===== src/rtl/mem_serial_link.sv =====
// Serial memory link: TX framing (start, header, payload), RX framing with
// start-of-frame sideband capture, and tracking of unanswered commands.
module mem_serial_link #(
    parameter int unsigned IO_BITS            = 2,
    parameter int unsigned MAX_PAYLOAD_CYCLES = 8,
    parameter int unsigned MAX_OUTSTANDING    = 2,
    localparam int unsigned LEN_BITS = $clog2(MAX_PAYLOAD_CYCLES + 1),
    localparam int unsigned OUT_BITS = $clog2(MAX_OUTSTANDING + 1)
) (
    input  logic                clk,
    input  logic                reset,
    // TX command side
    input  logic                tx_command_valid,
    input  logic [IO_BITS-1:0]  tx_command,
    input  logic [LEN_BITS-1:0] tx_len,
    input  logic                tx_expect_reply,
    input  logic [IO_BITS-1:0]  tx_data,
    output logic                tx_command_started,
    output logic                tx_active,
    output logic                tx_header,
    output logic                tx_data_next,
    output logic                tx_done,
    output logic [LEN_BITS-1:0] tx_counter,
    output logic [IO_BITS-1:0]  tx_pins,
    // RX side
    input  logic [IO_BITS-1:0]  rx_pins,
    input  logic [LEN_BITS-1:0] rx_len,
    output logic                rx_started,
    output logic                rx_active,
    output logic                rx_data_valid,
    output logic                rx_done,
    output logic [IO_BITS-1:0]  rx_sbs,
    output logic [LEN_BITS-1:0] rx_counter,
    // Flow control / status
    output logic [OUT_BITS-1:0] outstanding,
    output logic                rx_error
);

    localparam logic [LEN_BITS-1:0] LEN_MAX = LEN_BITS'(MAX_PAYLOAD_CYCLES);
    localparam logic [LEN_BITS-1:0] LEN_ONE = LEN_BITS'(1);
    localparam logic [OUT_BITS-1:0] OUT_MAX = OUT_BITS'(MAX_OUTSTANDING);
    localparam logic [OUT_BITS-1:0] OUT_ONE = OUT_BITS'(1);

    typedef enum logic [1:0] {
        TX_IDLE    = 2'd0,
        TX_HEADER  = 2'd1,
        TX_PAYLOAD = 2'd2
    } tx_state_e;

    typedef enum logic {
        RX_IDLE   = 1'b0,
        RX_ACTIVE = 1'b1
    } rx_state_e;

    tx_state_e             tx_state_q, tx_state_d;
    logic [IO_BITS-1:0]    tx_cmd_q, tx_cmd_d;
    logic [LEN_BITS-1:0]   tx_len_q, tx_len_d;
    logic [LEN_BITS-1:0]   tx_cnt_q, tx_cnt_d;

    rx_state_e             rx_state_q, rx_state_d;
    logic [LEN_BITS-1:0]   rx_len_q, rx_len_d;
    logic [LEN_BITS-1:0]   rx_cnt_q, rx_cnt_d;
    logic [IO_BITS-1:0]    rx_sbs_q, rx_sbs_d;

    logic [OUT_BITS-1:0]   outstanding_q, outstanding_d;
    logic                  rx_error_q, rx_error_d;

    logic                  out_inc;
    logic                  out_dec;

    // TX state, latched command/length and payload index
    always_ff @(posedge clk or negedge reset) begin
        if (!reset) begin
            tx_state_q <= TX_IDLE;
            tx_cmd_q   <= '0;
            tx_len_q   <= '0;
            tx_cnt_q   <= '0;
        end else begin
            tx_state_q <= tx_state_d;
            tx_cmd_q   <= tx_cmd_d;
            tx_len_q   <= tx_len_d;
            tx_cnt_q   <= tx_cnt_d;
        end
    end

    // TX next state and frame outputs; all strobes forced low while in reset
    always_comb begin
        tx_state_d         = tx_state_q;
        tx_cmd_d           = tx_cmd_q;
        tx_len_d           = tx_len_q;
        tx_cnt_d           = tx_cnt_q;
        tx_command_started = 1'b0;
        tx_active          = 1'b0;
        tx_header          = 1'b0;
        tx_data_next       = 1'b0;
        tx_done            = 1'b0;
        tx_pins            = '0;

        unique case (tx_state_q)
            TX_IDLE: begin
                tx_cnt_d           = '0;
                tx_command_started = reset && tx_command_valid &&
                                     !(tx_expect_reply && (outstanding_q == OUT_MAX));
                tx_pins            = IO_BITS'(tx_command_started);
                if (tx_command_started) begin
                    tx_cmd_d   = tx_command;
                    tx_len_d   = (tx_len > LEN_MAX) ? LEN_MAX : tx_len;
                    tx_state_d = TX_HEADER;
                end
            end
            TX_HEADER: begin
                tx_pins   = tx_cmd_q;
                tx_header = 1'b1;
                tx_active = 1'b1;
                tx_cnt_d  = '0;
                if (tx_len_q == '0) begin
                    tx_done    = 1'b1;
                    tx_state_d = TX_IDLE;
                end else begin
                    tx_state_d = TX_PAYLOAD;
                end
            end
            TX_PAYLOAD: begin
                tx_pins      = tx_data;
                tx_data_next = 1'b1;
                tx_active    = 1'b1;
                if (tx_cnt_q == tx_len_q - LEN_ONE) begin
                    tx_done    = 1'b1;
                    tx_cnt_d   = '0;
                    tx_state_d = TX_IDLE;
                end else begin
                    tx_cnt_d = tx_cnt_q + LEN_ONE;
                end
            end
            default: begin
                tx_state_d = TX_IDLE;
                tx_cnt_d   = '0;
            end
        endcase

        if (!reset) begin
            tx_command_started = 1'b0;
            tx_active          = 1'b0;
            tx_header          = 1'b0;
            tx_data_next       = 1'b0;
            tx_done            = 1'b0;
            tx_pins            = '0;
        end
    end

    assign tx_counter = tx_cnt_q;

    // RX state, latched length, data index and captured start sideband
    always_ff @(posedge clk or negedge reset) begin
        if (!reset) begin
            rx_state_q <= RX_IDLE;
            rx_len_q   <= '0;
            rx_cnt_q   <= '0;
            rx_sbs_q   <= '0;
        end else begin
            rx_state_q <= rx_state_d;
            rx_len_q   <= rx_len_d;
            rx_cnt_q   <= rx_cnt_d;
            rx_sbs_q   <= rx_sbs_d;
        end
    end

    // RX next state; a zero length still carries one data cycle
    always_comb begin
        rx_state_d    = rx_state_q;
        rx_len_d      = rx_len_q;
        rx_cnt_d      = rx_cnt_q;
        rx_sbs_d      = rx_sbs_q;
        rx_started    = 1'b0;
        rx_active     = 1'b0;
        rx_data_valid = 1'b0;
        rx_done       = 1'b0;

        unique case (rx_state_q)
            RX_IDLE: begin
                rx_cnt_d   = '0;
                rx_started = reset && (rx_pins != '0);
                if (rx_started) begin
                    rx_sbs_d   = rx_pins;
                    rx_state_d = RX_ACTIVE;
                    if (rx_len == '0) begin
                        rx_len_d = LEN_ONE;
                    end else if (rx_len > LEN_MAX) begin
                        rx_len_d = LEN_MAX;
                    end else begin
                        rx_len_d = rx_len;
                    end
                end
            end
            RX_ACTIVE: begin
                rx_active     = 1'b1;
                rx_data_valid = 1'b1;
                if (rx_cnt_q == rx_len_q - LEN_ONE) begin
                    rx_done    = 1'b1;
                    rx_cnt_d   = '0;
                    rx_state_d = RX_IDLE;
                end else begin
                    rx_cnt_d = rx_cnt_q + LEN_ONE;
                end
            end
            default: begin
                rx_state_d = RX_IDLE;
                rx_cnt_d   = '0;
            end
        endcase

        if (!reset) begin
            rx_started    = 1'b0;
            rx_active     = 1'b0;
            rx_data_valid = 1'b0;
            rx_done       = 1'b0;
        end
    end

    assign rx_counter = rx_cnt_q;
    assign rx_sbs     = rx_sbs_q;

    // Outstanding-command counter and sticky unexpected-reply flag
    always_ff @(posedge clk or negedge reset) begin
        if (!reset) begin
            outstanding_q <= '0;
            rx_error_q    <= 1'b0;
        end else begin
            outstanding_q <= outstanding_d;
            rx_error_q    <= rx_error_d;
        end
    end

    // A reply arriving with nothing outstanding is flagged and does not
    // consume a command issued in the same cycle
    always_comb begin
        out_inc       = tx_command_started && tx_expect_reply;
        out_dec       = rx_done;
        outstanding_d = outstanding_q;
        rx_error_d    = rx_error_q;

        if (out_dec && (outstanding_q == '0)) begin
            rx_error_d = 1'b1;
            if (out_inc) begin
                outstanding_d = outstanding_q + OUT_ONE;
            end
        end else if (out_inc && !out_dec) begin
            outstanding_d = outstanding_q + OUT_ONE;
        end else if (out_dec && !out_inc) begin
            outstanding_d = outstanding_q - OUT_ONE;
        end
    end

    assign outstanding = outstanding_q;
    assign rx_error    = rx_error_q;

endmodule


===== config.mk =====
export PLATFORM = sky130hd
export DESIGN_NAME = mem_serial_link
export DESIGN_NICKNAME = d
export VERILOG_FILES = /design/src/rtl/mem_serial_link.sv
export SDC_FILE = /design/constraint.sdc
export NUM_CORES = 1
export LEC_CHECK = 0
export CORE_MARGIN = 3
export CORE_UTILIZATION = 42
export CTS_CLUSTER_SIZE = 40
export DETAILED_ROUTE_END_ITERATION = 8
export GPL_ROUTABILITY_DRIVEN = 0
export GPL_TIMING_DRIVEN = 0
export HOLD_SLACK_MARGIN = 0.08
export PLACE_DENSITY = 0.82
export SYNTH_ARGS = -nofsm -noshare
export SYNTH_HDL_FRONTEND = slang
export SYNTH_SLANG_ARGS = --single-unit

===== constraint.sdc =====
create_clock -name clk -period 2.7 [get_ports clk]
set_input_delay 0.81 -clock clk [delete_from_list [all_inputs] [get_ports clk]]
set_output_delay 0.81 -clock clk [all_outputs]
set_load 0.1 [all_outputs]

Word level (Yosys, flattened, before mapping)
Cells that the tools add are included.

Mux-type cells: 39. Shifts and indexed selects: 0. Reduce and logical (&&, ||, !) cells: 22. $mul: 0. $add $sub $neg: 6. Equal/unequal tests: 8. Bitwise gates (word level): 1. Divide/modulo/power cells: 0. Magnitude comparators: 2.

Operator list (count): 2-to-1 mux 4 bit (6); 2-to-1 mux 1 bit (20); 2-to-1 mux 2 bit (8); case mux 2 bit (3 select lines) (2); adder 4 x 1 -> 4 bit, second input constant (2); == test 4 bit (2); greater-than comparator 4 bit, second input constant (2); logical AND 1 bit (8); zero test 4 bit (2); case mux 4 bit (2 select lines) (1); AND reduction 2 bit (4); subtractor 4 x 1 -> 4 bit, second input constant (2); != test 2 bit, second input constant (3); == test 2 bit, second input constant (2); zero test 2 bit (2); case mux 1 bit (2 select lines) (2); zero test 1 bit (3); nonzero test 3 bit (1); adder 2 x 1 -> 2 bit, second input constant (1); == test 2 x 1 -> 1 bit, second input constant (1); nonzero test 2 bit (1); OR reduction 2 bit (1); subtractor 2 x 1 -> 2 bit, second input constant (1); NOT 1 bit (1).

Bits in read-only memories: 0. Output and inout bits: 24. Bits in latches: 0. RAM bits: 0. Bits in registers: 26. Memories: 0.

Longest topological paths before layout
Gate-level depths: netlist of run 1.

Depth after elaboration: 12. Gate-level depth with buffers: 8.

Worst setup path before layout of run 1
No wires, ideal clock.

Path kind: flip-flop to output port. Start point: reg rx_cnt_q[2] (netlist: rx_counter[2]). End point: out rx_done. Arrival: 3591 ps. Buffers on the path: 0. Slack: -1701 ps. Cell stages (with the launch flop): 4. Cell sequence: dfrtp_1 xnor3_1 nand3_1 nor3_1.

Cells in the longest elaborated chain, start to end: 4.

Ends and longest elaborated chain: start, declared (line 62) `logic [LEN_BITS-1:0] rx_cnt_q, rx_cnt_d;`; start signal, assigned (line 163) `rx_cnt_q <= rx_cnt_d;`; == test 4 bit (line 198) `if (rx_cnt_q == rx_len_q - LEN_ONE) begin`; 2-to-1 mux 1 bit (line 198); 2-to-1 mux 1 bit (line 179) `unique case (rx_state_q)`; 2-to-1 mux 1 bit (line 212) `if (!reset) begin`; end, declared (line 31) `output logic rx_done,`.

Every way passes these cells.

Worst setup path after layout of run 1
Start point: reg tx_len_q[1]. End point: out tx_done.

Cells in the longest elaborated chain, start to end: 5. Elaborated cells on any way between the ends: 7.

Ends and longest elaborated chain: start, declared (line 57) `logic [LEN_BITS-1:0] tx_len_q, tx_len_d;`; start signal, assigned (line 81) `tx_len_q <= tx_len_d;`; subtractor 4 x 1 -> 4 bit (line 127) `if (tx_cnt_q == tx_len_q - LEN_ONE) begin`; == test 4 bit (line 127); 2-to-1 mux 1 bit (line 127); case mux 1 bit (2 select lines) * (line 99) `unique case (tx_state_q)`; 2-to-1 mux 1 bit * (line 141) `if (!reset) begin`; end, declared (line 22) `output logic tx_done,`.

Every way passes the cells marked *; elsewhere a longest branch is shown, timed or not.

==> reports/qor.yml, run 1 <==
numCtsBuffers: 3
die-area_mm2: 0.00427
drc: 0
fin_nets: 237
max_freq_ghz: 0.353
core_mm2: 0.00320
wl_met2_mm: 1.93
synth_cells: 144
clockBufferDepth: 2
grt_pass1_vias: 1338
cap_violations: 0
detail_route.first_pass.iterations: 4
final_antenna_net_count: 0
synthFlopType: "dfrtp_1"
numPortBuffers: 41
highest_layer: "met4"
hp-class: "primary input to asynchronous set/reset pin"
syn_avg_cell_area_um2: 10.3
initial_core_util: 0.461
fin_cells: 251
die_w_um: 65.3
grt.total_usage: 0.175
first_iter_violations: 41
synth_commonest_cells: "dfrtp_1 (26), nand2_1 (20), inv_1 (13)"
rsz0062_at_grt: "true"
fill_cells: 259
worstMarginPinSlew_ns: 0.978
cts_tree: "yes"
drv_slew: 0
setup_ws_ns: -0.133
cp-end-kind: "output port"
drt_wl_total_mm: 3.65
multi_input_area_um2: 875
grt_max_degree: 35
yosysMostFrequentCell: "dfrtp_1"
clkTransAtPathRegs_ns: 0.15
outcome: "finished with violations"
violations: "setup timing"
synth_edf_count: 0
start_kind: "register"
vias_per_cell: 5.00
post-place-cells: 229
synthTopCellsByArea: "dfrtp_1 (44%), ha_1 (9.3%), xnor2_1 (5.9%)"
cp.arrival_ns: 2.02
cts_root_buf: "clkbuf_4"
syn-cell-area_mm2: 0.00148
yosysSeqAreaShare: 0.440
vias: 1255
syn_to_final_growth_pct: 55.4
insertion_delay_ns: 0.33
syn_nets: 173
io_pins: 42
fp.dieH_um: 65.3
yosysUniqueCellTypes: 32
cp_max_fo: 2
async_reset_ff_frac: 1.00
drt-met1-wl_mm: 1.44
ctsHtreeMaxLevel: 1
wl_met3_um: 160
finalSetupViolCount: 2
crit_required_ns: 1.89
yosysTopAreaCell: "dfrtp_1"
synth_top_area_frac: 0.440
period_share: 1.05
gr-total-overflow: 0
dpl.hpwl_mm: 2.35
antenna_found_initial: 0
clock-sinks: 26
grt_pass1_wl_mm: 5.81
cts_hold_buf: 0
worstSetupPathType: "register to output port"
drive_above_1_share: 0.348
diodes: 0
slew_headroom: 0.347
wire_per_inst_um: 14.5
fin_crit_ns: 2.83
yosysWarnings: 0
fin_worst_skew_ns: 0.00733
ys_ff_latch: 26
rows: 20
area.sequential_um2: 666
hold_viol: 0
state kept, by name, summed over array words and instances, names as in the netlist:
register     flops
tx_counter       4
rx_state_q       1
rx_counter       4
tx_state_q       2
rx_len_q         4
rx_sbs           2
tx_cmd_q         2
tx_len_q         4
outstanding      2
rx_error         1
cell usage in the layout, fill, tap and decap left out, types with 4 or more instances in the layout:
master and count:
clkdlybuf4s50_1 14, buf_4 16, nor2_1 9, dlygate4sd2_1 9, inv_2 4, clkbuf_4 4, nand2_1 18, nand2b_1 4
buf_6 7, xnor2_1 8, ha_1 10, xor2_1 5, o21ai_0 7, dlymetal6s2s_1 6, dfrtp_1 16, inv_1 8
dfrtp_2 9
worst max-delay path: stages (launching register included):
cell	delay (ns)
dfrtp_1	0.43
inv_2	0.07
ha_4	0.28
xor2_2	0.16
nand2_2	0.11
nor3_4	0.18
a22oi_2	0.11
nor2b_4	0.16
buf_12	0.18
area by class of cell:
cell class	count	share of cell area
Buffer	1	0.00490
Clock buffer	3	0.00981
Clock inverter	1	0.0131
Inverter	14	0.0251
Multi-Input combinational cell	103	0.381
Sequential cell	26	0.290
Tap cell	44	0.0240
Timing Repair Buffer	59	0.252
per-stage QoR:
step | utilization | hold WS, ns | setup slack (ns) | TNS [ns] | area, um^2
final | 0.717 | 0.323 | -0.133 | -0.205 | 2300
after global routing | 0.717 | 0.313 | -0.230 | -0.436 | 2300
after CTS | 0.694 | 0.329 | -0.0394 | -0.0394 | 2220
after detailed placement | 0.625 | 0.463 | -2.44 | -34.26 | 2000
after global placement | 0.625 | 0.461 | -2.38 | -32.47 | 2000
after floorplan | - | 0.446 | -0.206 | -0.206 | 1540
timing repair:
action | in CTS | in global routing
setup endpoints to repair | 34 | 16
gates resized for setup | 91 | 25
setup buffers | 14 | 6
pin swaps | 9 | 8
cells by family after synthesis:
kind of cell | Yosys count | share of synthesized area
compound gates | 15 | 0.0711
xor+xnor | 17 | 0.110
fa+ha+maj | 11 | 0.0931
buf+inv | 15 | 0.0406
flops | 26 | 0.440
mux | 7 | 0.0533
simple gates | 53 | 0.191
routing by layer:
layer | vias to the layer above | GRT usage
met3 | 15 | 0.0376
met4 | 0 | 0.0674
met1 | 598 | 0.193
met5 | - | 0
met2 | 43 | 0.326
li1 | 599 | -
final timing paths:
check	from	end	slack, ns	cells after the start
worst max-delay path	tx_len_q[1]	tx_done	-0.13	8
worst min-delay path	reset	tx_counter[0]	0.32	1
worst max register to register	tx_len_q[1]	tx_state_q[0]	-0.07	15
worst min register to register	tx_counter[0]	tx_counter[0]	0.50	1
max in group asynchronous	reset	outstanding[0]	2.12	1
min in group clk	tx_counter[0]	tx_counter[0]	0.50	1
Power of run 1 is left out: the tool's default activity adds up to more than one toggle a clock period on the data nets, which glitch-free logic cannot reach.
==> run 2: changes to the inputs <==
--- a/config.mk
+++ b/config.mk
@@ -5,14 +5,17 @@
 export SDC_FILE = /design/constraint.sdc
 export NUM_CORES = 1
 export LEC_CHECK = 0
+export ABC_AREA = 1
+export CORE_ASPECT_RATIO = 0.6
 export CORE_MARGIN = 3
 export CORE_UTILIZATION = 42
+export CTS_CLUSTER_DIAMETER = 40
 export CTS_CLUSTER_SIZE = 40
 export DETAILED_ROUTE_END_ITERATION = 8
 export GPL_ROUTABILITY_DRIVEN = 0
 export GPL_TIMING_DRIVEN = 0
 export HOLD_SLACK_MARGIN = 0.08
-export PLACE_DENSITY = 0.82
+export PLACE_DENSITY = 0.81
 export SYNTH_ARGS = -nofsm -noshare
 export SYNTH_HDL_FRONTEND = slang
 export SYNTH_SLANG_ARGS = --single-unit
==> reports/qor.yml, run 2 <==
cp-end-kind: "output port"
hold_viol: 0
cts_tree: "yes"
finalSetupViolCount: 0
grt_max_degree: 33
yosysWarnings: 0
wire_per_inst_um: 12.3
numPortBuffers: 41
crit_start: "rx_pins[1]"
hp-class: "primary input to asynchronous set/reset pin"
yosysMostFrequentCell: "nand2_1"
syn_to_final_growth_pct: 49.4
cpMaxStageDelayCell: "clkdlybuf4s50_1"
syn-cell-area_mm2: 0.00156
vias_per_cell: 4.81
synthMuxAreaShare: 0
synth_cells: 207
outcome: "finished clean"
dpl.hpwl_mm: 2.79
reg2reg_from: "rx_len_q[0]"
endpoint: "rx_started"
synth-xor-area-share: 0.0451
grt.total_usage: 0.167
fin_crit_ns: 2.66
max_freq_ghz: 0.376
worstPathCellList: "clkdlybuf4s50_1 > nor2_1 > nor3_4 > buf_8"
rows: 16
ys_ff_latch: 26
gr-total-overflow: 0
period_share: 0.985
crit_required_ns: 1.89
synthTopCellsByArea: "dfrtp_1 (42%), nand2_1 (17%), inv_1 (9.2%)"
clkTransAtPathRegs_ns: 0.10
synth_edf_count: 0
synthFlopType: "dfrtp_1"
final_antenna_net_count: 0
reg2reg_to: "outstanding[1]"
vias: 1461
die-area_mm2: 0.00449
synth_top_family_by_area: "simple AND/OR/NAND/NOR gates"
synth_top_area_frac: 0.418
fp.dieH_um: 53.1
drive_above_1_share: 0.243
drc: 0
yosysTopAreaCell: "dfrtp_1"
cts_root_buf: "clkbuf_8"
clock-sinks: 26
layout_common_cells: "nand2_1 (68), inv_1 (30), clkdlybuf4s50_1 (26)"
grt_pass1_wl_mm: 5.86
syn_nets: 236
fin_nets: 289
cpPeakStageDelay_ns: 0.47
detail_route.first_pass.iterations: 4
antenna_found_initial: 0
cap_violations: 0
initial_core_util: 0.457
final_cell_area_mm2: 0.00232
synth_commonest_cells: "nand2_1 (70), inv_1 (38), dfrtp_1 (26)"
fill_cells: 277
core_mm2: 0.00340
worstMarginPinSlew_ns: 0.991
slew_headroom: 0.337
ctsHtreeMaxLevel: 1
r2r_slack_ns: 0.98
synthSimpleGateAreaFrac: 0.287
syn_avg_cell_area_um2: 7.51
async_reset_ff_frac: 1.00
numCtsBuffers: 3
fin_worst_skew_ns: 0.00821
yosysSeqAreaShare: 0.418
start_kind: "primary input"
diodes: 0
rsz0062_at_grt: "true"
final_common_cell: "nand2_1"
worstSetupPathType: "primary input to output port"
cp.arrival_ns: 1.85
grt_pass1_vias: 1297
reg2reg_depth: 13
insertion_delay_ns: 0.27
first_iter_violations: 85
yosysUniqueCellTypes: 23
synthAdderAreaFrac: 0.0885
drt_wl_total_mm: 3.73
synth_compound_area_frac: 0.0571
die_w_um: 84.6
place_area_mm2: 0.00209
cp_max_fo: 2
io_pins: 42
clockBufferDepth: 2
drv_slew: 0
## run 2: worst min path at each step
stage	from	slack (ns)	to
floorplan	tx_cmd_q[0]	0.45	tx_cmd_q[0]
global placement	rx_error	0.45	rx_error
detailed placement	rx_error	0.46	rx_error
CTS	reset	0.41	tx_len_q[0]
global route	reset	0.35	tx_state_q[0]
finish	reset	0.35	tx_len_q[3]
## run 2: metrics by stage
step | TNS [ns] | hold WS [ns] | utilization | setup slack [ns] | instances
after floorplan | -0.251 | 0.449 | - | -0.251 | 207
after global placement | -32.38 | 0.454 | 0.614 | -2.29 | 293
after detailed placement | -33.79 | 0.459 | 0.614 | -2.33 | 293
after CTS | -0.114 | 0.405 | 0.656 | -0.114 | 299
after global routing | -0.0431 | 0.347 | 0.683 | -0.0418 | 304
final | 0 | 0.349 | 0.683 | 0.0415 | 304
## run 2: cells by family after synthesis
kind of cell	Yosys count
buffers and inverters	42
adder cells (fa/ha/maj)	11
XOR/XNOR	8
AO/OA/AOI/OAI	15
flip-flops	26
AND/OR/NAND/NOR	105
## run 2: cell type report
cell class	count	area [um^2]	area share
plain buffers	1	7.51	0.00323
clock buffers	3	41.3	0.0178
clock inverters	1	30.0	0.0129
inverters	41	160	0.0689
multi-input cells	139	850	0.366
flip-flops and latches	26	666	0.286
well taps	45	56.3	0.0242
repair buffers	48	513	0.221
## run 2: repair_timing
item,4_1_cts,5_1_grt
gates cloned,0,0
endpoints found under the setup margin,29,11
pin swaps,6,9
gates resized for setup,87,21
setup buffers,2,5
hold buffers,0,0
## run 2: worst max-delay path, delay by kind of cell
kind / cells / cell delay, ns
buffers and inverters: 2 / 0.70
AND/OR/NAND/NOR: 2 / 0.33
## run 2: metal layers
layer / vias to the layer above / part of all wire / GRT usage
li1: 735 / - / -
met1: 689 / 0.48 / 0.233
met2: 35 / 0.47 / 0.260
met3: 2 / 0.053 / 0.0482
met4: 0 / 0.0046 / 0.0342
met5: - / 0 / 0
Power of run 2 is left out for the same reason.
